### src/rtl/uart_pkg.sv
// Shared UART definitions used by both the transmit and receive paths.
package uart_pkg;

    // Frame-level FSM states common to the TX and RX controllers.
    typedef enum logic [2:0] {
        IDLE,
        START,
        DATA,
        PARITY,
        STOP
    } uart_state_t;

    // Serial line levels: the line rests high and a frame opens with a low bit.
    localparam logic LINE_IDLE  = 1'b1;
    localparam logic LINE_START = 1'b0;

    // Number of clk cycles in one bit period for a power-of-two divisor.
    function automatic int bit_cycles(input int divisor_bits);
        return 1 << divisor_bits;
    endfunction

endpackage

### src/rtl/uart_bit_timer.sv
// One-shot bit-period timer: counts 0..BIT_CYCLES-1 and flags the last cycle.
module uart_bit_timer
    import uart_pkg::*;
#(
    parameter int DIVISOR_BITS = 7
) (
    input  logic clk,
    input  logic rst,
    input  logic start,
    output logic done
);

    localparam logic [DIVISOR_BITS-1:0] LAST = DIVISOR_BITS'(bit_cycles(DIVISOR_BITS) - 1);

    logic [DIVISOR_BITS-1:0] cnt_q;
    logic [DIVISOR_BITS-1:0] cnt_d;

    // Reload on start (held there while the owner keeps start high), else count up.
    always_comb begin
        cnt_d = cnt_q + DIVISOR_BITS'(1);
        if (start) begin
            cnt_d = '0;
        end
    end

    // Counter register.
    always_ff @(posedge clk) begin
        if (rst) begin
            cnt_q <= '0;
        end else begin
            cnt_q <= cnt_d;
        end
    end

    assign done = (cnt_q == LAST);

endmodule

### src/rtl/uart_tx.sv
// UART transmitter: one byte per valid/ready handshake, framed as start,
// LSB-first data, optional parity and 1 or 2 stop bits on a registered tx line.
module uart_tx
    import uart_pkg::*;
#(
    parameter int DIVISOR_BITS = 7,
    parameter int DATA_BITS    = 8,
    parameter int PARITY_EN    = 0,
    parameter int PARITY_ODD   = 0,
    parameter int STOP_BITS    = 1
) (
    input  logic                 clk,
    input  logic                 rst,
    input  logic                 tx_valid,
    input  logic [DATA_BITS-1:0] tx_data,
    output logic                 tx_ready,
    output logic                 tx,
    output logic                 busy
);

    localparam int              IDX_W     = $clog2(DATA_BITS);
    localparam logic [IDX_W-1:0] IDX_LAST = IDX_W'(DATA_BITS - 1);
    localparam logic            STOP_LAST = (STOP_BITS == 2);

    uart_state_t          state_q, state_d;
    logic [DATA_BITS-1:0] shift_q, shift_d;
    logic                 par_q, par_d;
    logic [IDX_W-1:0]     idx_q, idx_d;
    logic                 stop_q, stop_d;
    logic                 tx_q, tx_d;
    logic                 busy_q, busy_d;
    logic                 timer_start;
    logic                 bit_done;

    // Bit timer: held at zero while idle and restarted at every bit boundary.
    uart_bit_timer #(
        .DIVISOR_BITS(DIVISOR_BITS)
    ) u_bit_timer (
        .clk  (clk),
        .rst  (rst),
        .start(timer_start),
        .done (bit_done)
    );

    assign tx_ready = (state_q == IDLE) & ~rst;

    // Next-state, datapath and line level; tx_d follows the current state so the
    // line lags the state by one cycle and every bit still lasts a full period.
    always_comb begin
        state_d     = state_q;
        shift_d     = shift_q;
        par_d       = par_q;
        idx_d       = idx_q;
        stop_d      = stop_q;
        timer_start = bit_done;
        tx_d        = LINE_IDLE;

        case (state_q)
            IDLE: begin
                timer_start = 1'b1;
                idx_d       = '0;
                stop_d      = 1'b0;
                tx_d        = LINE_IDLE;
                if (tx_valid && tx_ready) begin
                    shift_d = tx_data;
                    par_d   = (PARITY_EN != 0) ? ((^tx_data) ^ (PARITY_ODD != 0)) : 1'b0;
                    state_d = START;
                end
            end
            START: begin
                tx_d = LINE_START;
                if (bit_done) begin
                    state_d = DATA;
                end
            end
            DATA: begin
                tx_d = shift_q[0];
                if (bit_done) begin
                    shift_d = shift_q >> 1;
                    if (idx_q == IDX_LAST) begin
                        idx_d   = '0;
                        state_d = (PARITY_EN != 0) ? PARITY : STOP;
                    end else begin
                        idx_d = idx_q + IDX_W'(1);
                    end
                end
            end
            PARITY: begin
                tx_d = par_q;
                if (bit_done) begin
                    state_d = STOP;
                end
            end
            STOP: begin
                tx_d = LINE_IDLE;
                if (bit_done) begin
                    if (stop_q == STOP_LAST) begin
                        stop_d  = 1'b0;
                        state_d = IDLE;
                    end else begin
                        stop_d = stop_q + 1'b1;
                    end
                end
            end
            default: begin
                state_d = IDLE;
            end
        endcase

        busy_d = (state_d != IDLE);
    end

    // Control registers; reset abandons any frame in flight and idles the line.
    always_ff @(posedge clk) begin
        if (rst) begin
            state_q <= IDLE;
            idx_q   <= '0;
            stop_q  <= 1'b0;
            tx_q    <= LINE_IDLE;
            busy_q  <= 1'b0;
        end else begin
            state_q <= state_d;
            idx_q   <= idx_d;
            stop_q  <= stop_d;
            tx_q    <= tx_d;
            busy_q  <= busy_d;
        end
    end

    // Data registers need no reset: they are only observed after a handshake loads them.
    always_ff @(posedge clk) begin
        shift_q <= shift_d;
        par_q   <= par_d;
    end

    assign tx   = tx_q;
    assign busy = busy_q;

endmodule

### config.mk
export PLATFORM = sky130hd
export DESIGN_NAME = uart_tx
export DESIGN_NICKNAME = d
export VERILOG_FILES = /design/src/rtl/uart_pkg.sv /design/src/rtl/uart_bit_timer.sv /design/src/rtl/uart_tx.sv
export SDC_FILE = /design/constraint.sdc
export NUM_CORES = 1
export LEC_CHECK = 0
export ABC_AREA = 0
export CORE_ASPECT_RATIO = 0.5
export CORE_UTILIZATION = 27
export DETAILED_ROUTE_END_ITERATION = 10
export PLACE_DENSITY = 0.48
export SLEW_MARGIN = 10
export SYNTH_ARGS = -nofsm -noshare
export SYNTH_HDL_FRONTEND = slang
export SYNTH_HIERARCHICAL = 1
export SYNTH_SLANG_ARGS = --single-unit
### constraint.sdc
create_clock -name clk -period 2.5 [get_ports clk]
set_input_delay 0.5 -clock clk [delete_from_list [all_inputs] [get_ports clk]]
set_output_delay 0.5 -clock clk [all_outputs]
set_load 0.02 [all_outputs]
* After elaboration in Yosys (flattened, before gate mapping)
Index checks and enable logic that the tools add are counted.
W data, S select, Z words.
** Cells by class
- Reduce and logical (&&, ||, !) cells :: 10
- Add/subtract/negate cells :: 3
- Bitwise operators :: 2
- Equality and inequality tests :: 9
- Muxes and demuxes :: 19
** Operators by type and width (number)
- $mux W3 :: 9
- $mux W8 :: 2
- $pmux W8 S2 :: 1
- $pmux W3 S5 :: 1
- $add A7 B1 Y7 const B :: 1
- $eq A7 B7 Y1 const B :: 1
- $eq A3 B2 Y1 const B :: 2
- $eq A3 B3 Y1 const B :: 2
- $pmux W3 S2 :: 1
- $ne A2 B2 Y1 const B :: 2
- $pmux W1 S2 :: 2
- $reduce_and A2 Y1 :: 2
- $reduce_bool A2 Y1 :: 2
- $reduce_or A2 Y1 :: 2
- $add A3 B1 Y3 const B :: 1
- $eq A3 B1 Y1 const B :: 1
- $logic_not A3 Y1 :: 1
- $mux W1 :: 3
- $reduce_and A3 Y1 :: 1
- $reduce_bool A3 Y1 :: 1
- $ne A2 B1 Y1 const B :: 1
- $add A1 B1 Y1 const B :: 1
- $and A1 B1 Y1 :: 1
- $logic_and A1 B1 Y1 :: 1
- $not A1 Y1 :: 1
** Word-level totals
- Input port bits :: 11
- Logic and storage cells :: 50
- Register bits :: 24

* Depth between registers and ports, before layout
Gate-level depths: netlist (run 1).
- Word-level depth :: 6
- Depth in mapped cells :: 7
- Depth with buffers taken out :: 6

* By module
The synthesis (run 1) kept the hierarchy.
** Modules (own cells, without submodules)
- uart_tx :: area each 765.7 um^2, cells each 66, instances 1
- uart_bit_timer :: area each 271.5 um^2, cells each 31, instances 1

* Worst setup path after synthesis (run 1)
No wires, ideal clock.
- Kind :: flip-flop to flip-flop
- Start :: register state_q[2]
- End :: register shift_q[0] (enable)
- Path slack :: 0.425 ns
- Stages on the path, launching flop included :: 6
- Period minus slack after synthesis :: 2.075 ns
- Buffers on the path :: 2
- Arrival time :: 1.743 ns
- Path through :: dfxtp_1 > buf_6 > or2_2 > buf_2 > nor3_1 > a22o_1
** On the way
- Word-level cells in the longest chain between the ends :: 5
- Elaborated cells on any way between the ends :: 8
** RTL lines
- start, declared :: line uart_tx.sv:25 : uart_state_t state_q, state_d;
- start signal, assigned :: line uart_tx.sv:122 : state_q <= state_d;
- $logic_not A3 Y1 :: line uart_tx.sv:45 : assign tx_ready = (state_q == IDLE) & ~rst;
- $and A1 B1 Y1 :: line uart_tx.sv:45
- net tx_ready :: line uart_tx.sv:16 : output logic tx_ready,
- $logic_and A1 B1 Y1 :: line uart_tx.sv:64 : if (tx_valid && tx_ready) begin
- $ne A2 B1 Y1 (no line)
- $reduce_and A3 Y1 (no line)
- end signal, assigned :: line uart_tx.sv:132 : shift_q <= shift_d;
- end, declared :: line uart_tx.sv:26 : logic [DATA_BITS-1:0] shift_q, shift_d;
The timed path passes the listed nets, and every way through them passes these cells.
A chain may end at the register's enable or synchronous reset.

* Worst setup path in the final report (run 1)
- Start :: register state_q[2]
- End :: output tx_ready
** On the way
- Word-level cells in the longest chain between the ends :: 2
** RTL lines (line)
- $logic_not A3 Y1 :: uart_tx.sv:45
- $and A1 B1 Y1 :: uart_tx.sv:45
- end, declared :: uart_tx.sv:16
Every way passes these cells.

==> impl_metrics.py, run 1 <==
metrics = {
    "run_status": {
        "status": "finished, final reports clean",
    },
    "sta": {
        "finalSetupViolations": 0,
        "final-max-slew-violation-count": 0,
        "tightestPinTransition_ps": 355,
        "skew_ps": 4.50,
        "setup-tns-final_ps": 0,
        "grt_setup_unrepaired": "no",
        "share_of_the_cycle_needed_by_the_critical_path_after_routing": 0.888,
        "highest_clock_rate_mhz": 450,
        "timing.final.hold_violations": 0,
        "slew_headroom": 0.763,
        "finalCriticalPeriod_ps": 2220,
    },
    "clocking": {
        "cts_tree": "yes",
        "postCtsSetupRepairBufs": 0,
        "tritoncts.num_buffers": 3,
        "clock_insertion_delay_worst_skew_ps": 260,
        "htree_levels": 1,
        "clock-root-buffer": "clkbuf_8",
        "clk_transition_reported_paths_ps": 80,
        "clock_path_buffers": 2,
        "tritoncts_num_sinks": 23,
        "cts_hold_repair.buffers": 0,
    },
    "yosys": {
        "synth.lib_cells_used.distinct": 33,
        "syn_area_per_cell_um2": 10.7,
        "seq_area_frac_synth": 0.521,
        "netlist_area_mm2": 0.00104,
        "post_synth_inst_count": 97,
        "synth_nets": 111,
        "yosys_warnings": 6,
        "ys_ff_latch": 23,
    },
    "drt": {
        "post-route-drc-count": 0,
        "ant_nets": 0,
        "dr.pass1.iters": 4,
        "num_vias": 715,
        "wirelength_um": 1830,
        "drtIter0Drc": 10,
        "drt-wirelength-per-cell_um": 11.3,
        "route.detailed.vias_per_inst": 4.41,
    },
    "critical_path": {
        "cp_data_arrival_time_ps": 1720,
        "startpoint_class_of_the_critical_path": "flip-flop",
        "worstSetupPathType": "reg -> out",
        "worst_ep_required_ps": 2000,
        "ff2ff_path_depth": 5,
        "end_kind": "output pin",
        "worstPathMaxFanout": 9,
    },
    "layout": {
        "antenna_diode_instance_count": 0,
        "layout.area.seq_um2": 541,
        "final.fill_count": 363,
        "final_layout_size_suffix_gt1_frac": 0.0991,
        "multi_input_comb_area_um2": 442,
        "final_net_count": 126,
        "fin_util": 0.356,
        "finalInstanceArea_mm2": 0.00126,
        "synthToLayoutAreaGrowth_pct": 21.7,
    },
    "floorplan": {
        "fp.coreArea_mm2": 0.00355,
        "start_util": 0.292,
        "io_pins": 14,
        "num_rows": 15,
        "fp.dieH_um": 45.8,
        "floorplan.die.width_um": 89.7,
        "design.die.area_mm2": 0.00411,
    },
    "placed_design": {
        "routabilityCongestion": 0.739,
        "placedInstanceArea_mm2": 0.00122,
        "hpwl_um": 1240,
        "port_buffers": 13,
    },
    "power": {
        "leak_pwr_nw": 0.449,
        "power.share.sequential": 0.579,
        "worst_ir_drop_vdd_mv": 0.176,
        "switching_share": 0.219,
        "comb_power_share": 0.087,
        "net_switching_power_mw": 0.152,
        "power-per-cell-area_mw_per_mm2": 550,
        "p_clk_frac": 0.334,
        "p_int_mw": 0.542,
    },
    "global_route": {
        "grt_max_degree": 14,
        "antenna_violations_before_repair": 0,
        "grt_util_all_layers": 0.0981,
        "grt_overflow": 0,
        "grt_pass1_wl_um": 2870,
        "via_count_of_the_first_global_routing_pass": 604,
    },
    "worst_hold_path": {
        "timing.hold.worst.class": "reg -> reg",
        "whs_path_cells": 1,
    },
    "flow_run": {
        "cap_viol_max_count": 0,
    },
}
cell usage in the layout (no fill, tap or decap):
master and count:
or4_1 1, nand4_1 1, inv_2 1, nor2_4 1, o211ai_1 1, inv_1 4
clkbuf_8 3, o21ai_1 7, edfxtp_1 8, a22o_1 1, nor3_1 3, clkdlybuf4s50_1 12
a22oi_1 1, or3_1 2, xnor2_1 1, or2_2 1, xor2_1 2, a21oi_1 5
and4bb_1 1, nor2_1 9, o31a_2 1, clkinv_2 1, ha_1 3, nor3b_1 2
or2_1 2, or4b_1 3, nor2b_1 3, mux2_1 7, nand3_1 3, dlygate4sd2_1 1
o21ai_0 1, nand2_1 1, dfxtp_1 15, buf_4 3
worst paths after layout:
path | start | endpoint | slack (ps)
worst min-delay path | u_bit_timer/cnt_q[0]$_SDFF_PP0_ | u_bit_timer/cnt_q[0]$_SDFF_PP0_ | 450
worst min register to register | u_bit_timer/cnt_q[0]$_SDFF_PP0_ | u_bit_timer/cnt_q[0]$_SDFF_PP0_ | 450
worst max-delay path | state_q[2]$_SDFF_PP0_ | tx_ready | 280
worst max register to register | idx_q[0]$_SDFFE_PP0P_ | idx_q[1]$_SDFFE_PP0P_ | 620
cell families (layout without fill, tap and decap cells):
kind of cell | Yosys count | count (layout) | share of synthesized area
and+or+nand+nor | 33 | 33 | 0.193
DFF | 23 | 23 | 0.521
AOI/OAI and AO/OA | 17 | 17 | 0.0953
buffers and inverters | 11 | 25 | 0.0531
muxes | 7 | 7 | 0.0760
adders and majority gates | 3 | 3 | 0.0362
xor gates and xnor gates | 3 | 3 | 0.0253
state kept, by name (all words and copies together) (netlist names):
name               count
tx                     1
busy                   1
idx_q                  3
state_q                3
u_bit_timer/cnt_q      7
shift_q                8
synthesized netlist by cell type (all sizes together):
cell	count	area share
dfxtp	15	0.29
nor2	10	0.043
edfxtp	8	0.23
o21ai	8	0.039
mux2	7	0.076
a21oi	5	0.024
inv	5	0.018
buf	4	0.028
ha	3	0.036
nand3	3	0.014
nor2b	3	0.018
nor3	3	0.014
or2	3	0.018
or4b	3	0.029
clkbuf	2	0.0072
nor3b	2	0.014
or3	2	0.012
xor2	2	0.017
a22o	1	0.0084
a22oi	1	0.0072
and4bb	1	0.012
nand2	1	0.0036
nand4	1	0.0060
o211ai	1	0.0072
o31a	1	0.0097
or4	1	0.0072
xnor2	1	0.0084
critical path, stage by stage (launching register included):
cell and delay (ps):
dfxtp_1 390, or2_2 410, nor3_1 280, dlygate4sd2_1 380
through the flow:
| stage | std cells | setup slack, ps | hold WS, ps | power (mW) |
|---|---|---|---|---|
| after floorplan | 97 | 425 | 418 | 0.443 |
| final | 162 | 279 | 453 | 0.694 |
| after global routing | 162 | 152 | 478 | 0.730 |
| after CTS | 162 | 264 | 454 | 0.706 |
| after detailed placement | 158 | 75.4 | 442 | 0.472 |
| after global placement | 158 | 83.0 | 435 | 0.472 |
area by class of cell:
class / instances / share of cell area
Sequential cell: 23 / 0.428
Multi-Input combinational cell: 63 / 0.350
Timing Repair Buffer: 16 / 0.120
Tap cell: 51 / 0.0505
Clock buffer: 3 / 0.0327
Inverter: 5 / 0.0149
Clock inverter: 1 / 0.00396
power groups by stage:
| stage | logic (mW) | clock network, mW | registers [mW] |
|---|---|---|---|
| 5_1_grt | 0.0662 | 0.261 | 0.403 |
| 6_report | 0.0603 | 0.232 | 0.402 |
| 3_3_place_gp | 0.0614 | 0 | 0.410 |
| 3_5_place_dp | 0.0615 | 0 | 0.410 |
| 4_1_cts | 0.0609 | 0.244 | 0.402 |
| 2_1_floorplan | 0.0301 | 0 | 0.412 |
per-layer routing:
| metal | vias up | track usage | wire length, um |
|---|---|---|---|
| met5 | - | 0 | 0 |
| met4 | 0 | 0.0286 | 19 |
| met3 | 2 | 0.0435 | 86 |
| met2 | 11 | 0.138 | 674 |
| met1 | 329 | 0.134 | 1050 |
| li1 | 373 | - | - |
repair_timing:
| action | 4_1_cts | 5_1_grt |
|---|---|---|
| setup endpoints to repair | 1 | 0 |
| endpoints found under the hold margin | 0 | 0 |
| gates resized for setup | 1 | 0 |
No activity file was read; power rests on OpenSTA's default activity.
==> run 2, diff against run 1 <==
HOLD_SLACK_MARGIN = 0.15   (was default)
==> results of run 2 <==
No change in the layout: final DEF, timing and power equal those of run 1.
==> run 3, diff against run 2 <==
CORE_UTILIZATION = 40   (was 27)
PLACE_DENSITY = 0.64   (was 0.48)
RECOVER_POWER = 50   (was default)
==> impl_metrics.py, run 3 (synthesis results as in run 1) <==
metrics = {
    "run_status": {
        "status": "finished, final reports clean",
    },
    "drt": {
        "num_vias": 740,
        "drt-wirelength-per-cell_um": 12.1,
        "dr.pass1.iters": 4,
        "ant_nets": 0,
        "drtIter0Drc": 15,
        "wirelength_um": 1760,
        "post-route-drc-count": 0,
        "route.detailed.vias_per_inst": 5.10,
    },
    "layout": {
        "final_net_count": 125,
        "top_register": "shift_q",
        "largest_register_ff_count": 8,
        "final_cells": 145,
        "largestRegisters": "shift_q (8), u_bit_timer/cnt_q (7)",
        "layout.cells.most_common": "dfxtp_1",
        "antenna_diode_instance_count": 0,
        "final.fill_count": 223,
        "most-common-layout-cells": "dfxtp_1 (15), clkdlybuf4s50_1 (11), nor2_1 (10)",
        "final_layout_size_suffix_gt1_frac": 0.0545,
        "synthToLayoutAreaGrowth_pct": 17.6,
    },
    "clocking": {
        "postCtsSetupRepairBufs": 0,
        "post_cts_resized": 0,
        "clock-root-buffer": "clkbuf_8",
        "htree_levels": 1,
        "clk_transition_reported_paths_ps": 70,
        "cts_tree": "yes",
        "clock_path_buffers": 2,
        "tritoncts_num_sinks": 23,
        "tritoncts.num_buffers": 3,
        "clock_insertion_delay_worst_skew_ps": 260,
        "cts_hold_repair.buffers": 0,
    },
    "global_route": {
        "grt_pass1_wl_um": 2900,
        "antenna_violations_before_repair": 0,
        "grt_util_all_layers": 0.146,
        "via_count_of_the_first_global_routing_pass": 715,
        "grt_overflow": 0,
        "grt_max_degree": 13,
    },
    "floorplan": {
        "fp.coreArea_mm2": 0.00233,
        "num_rows": 12,
        "floorplan.die.width_um": 74.0,
        "start_util": 0.446,
        "design.die.area_mm2": 0.00281,
        "fp.dieH_um": 38.0,
        "io_pins": 14,
    },
    "sta": {
        "highest_clock_rate_mhz": 418,
        "finalSetupViolations": 0,
        "timing.final.hold_violations": 0,
        "skew_ps": 3.88,
        "grt_setup_unrepaired": "no",
        "final-max-slew-violation-count": 0,
        "final_critical_path_setup_slack_ps": 108,
        "tightestPinTransition_ps": 725,
        "finalCriticalPeriod_ps": 2390,
        "slew_headroom": 0.515,
        "setup-tns-final_ps": 0,
        "share_of_the_cycle_needed_by_the_critical_path_after_routing": 0.957,
    },
    "critical_path": {
        "critPathMaxStageDelay_ps": 660,
        "worst_ep_required_ps": 2000,
        "reg2reg_from": "state_q[2]$_SDFF_PP0_",
        "setup.worst_path.start": "state_q[2]$_SDFF_PP0_",
        "ff2ff_path_depth": 3,
        "worstPathMaxFanout": 9,
        "end_kind": "output pin",
        "worstSetupPathType": "reg -> out",
        "rr_endpoint": "shift_q[7]$_SDFFCE_PP0P_",
        "cp-endpoint": "tx_ready",
        "cp_data_arrival_time_ps": 1890,
        "r2r_setup_slack_ps": 380,
        "startpoint_class_of_the_critical_path": "flip-flop",
        "timing.critical_path.slowest_stage_cell": "clkdlybuf4s50_1",
        "timing.critical_path.cells": "or2_2 -> nor3_1 -> clkdlybuf4s50_1",
    },
    "placed_design": {
        "port_buffers": 13,
        "placed_cells": 141,
        "hpwl_um": 1320,
        "pre_cts_slack_ps": 129,
        "routabilityCongestion": 0.748,
    },
    "power": {
        "leak_pwr_nw": 0.430,
        "worst_ir_drop_vdd_mv": 0.287,
        "power-per-cell-area_mw_per_mm2": 552,
    },
    "worst_hold_path": {
        "hold_wc_startpoint": "u_bit_timer/cnt_q[0]$_SDFF_PP0_",
        "timing.hold.worst.class": "reg -> reg",
    },
    "flow_run": {
        "cap_viol_max_count": 0,
    },
}
## run 3: area by class of cell
cell class                      instances  area, um^2  share of cell area
Timing Repair Buffer                   15         138               0.113
Multi-Input combinational cell         63         434               0.356
Tap cell                               35        43.8              0.0359
Inverter                                5        18.8              0.0154
Clock buffer                            4        45.0              0.0369
Sequential cell                        23         541               0.443
## run 3: worst min path at each step
stage / depth (start not counted) / end / slack, ps
6_report: 1 / u_bit_timer/cnt_q[0]$_SDFF_PP0_ / 460
5_1_grt: 1 / u_bit_timer/cnt_q[0]$_SDFF_PP0_ / 470
4_1_cts: 1 / u_bit_timer/cnt_q[0]$_SDFF_PP0_ / 460
3_5_place_dp: 1 / u_bit_timer/cnt_q[0]$_SDFF_PP0_ / 450
3_3_place_gp: 1 / u_bit_timer/cnt_q[0]$_SDFF_PP0_ / 430
2_1_floorplan: 1 / u_bit_timer/cnt_q[0]$_SDFF_PP0_ / 420
## run 3: where the power goes
group	total (mW)	switching, mW	internal, mW
Combinational	0.0536	0.0241	0.0296
Clock	0.216	0.103	0.113
Sequential	0.404	0.00545	0.399
Total	0.674	0.133	0.541
## run 3: worst max-delay path: cells and delay by family, from the launching register on
kind,cells,cell delay [ps]
flip-flops,1,380
AND/OR/NAND/NOR,2,600
buffers and inverters,1,660
## run 3: through the flow
stage / instance area [um^2] / util / power, mW / hold WS [ps]
final: 1220 / 0.524 / 0.674 / 456
after floorplan: 1040 / - / 0.443 / 418
after global routing: 1220 / 0.524 / 0.706 / 471
after CTS: 1230 / 0.531 / 0.688 / 460
after detailed placement: 1190 / 0.511 / 0.470 / 445
after global placement: 1190 / 0.511 / 0.467 / 432
## run 3: metal layers
metal | vias up | GRT usage | part of all wire
met4 | 0 | 0.0433 | 0.0063
met2 | 15 | 0.280 | 0.48
met5 | - | 0 | 0
met1 | 353 | 0.146 | 0.46
met3 | 2 | 0.0632 | 0.054
li1 | 370 | - | -
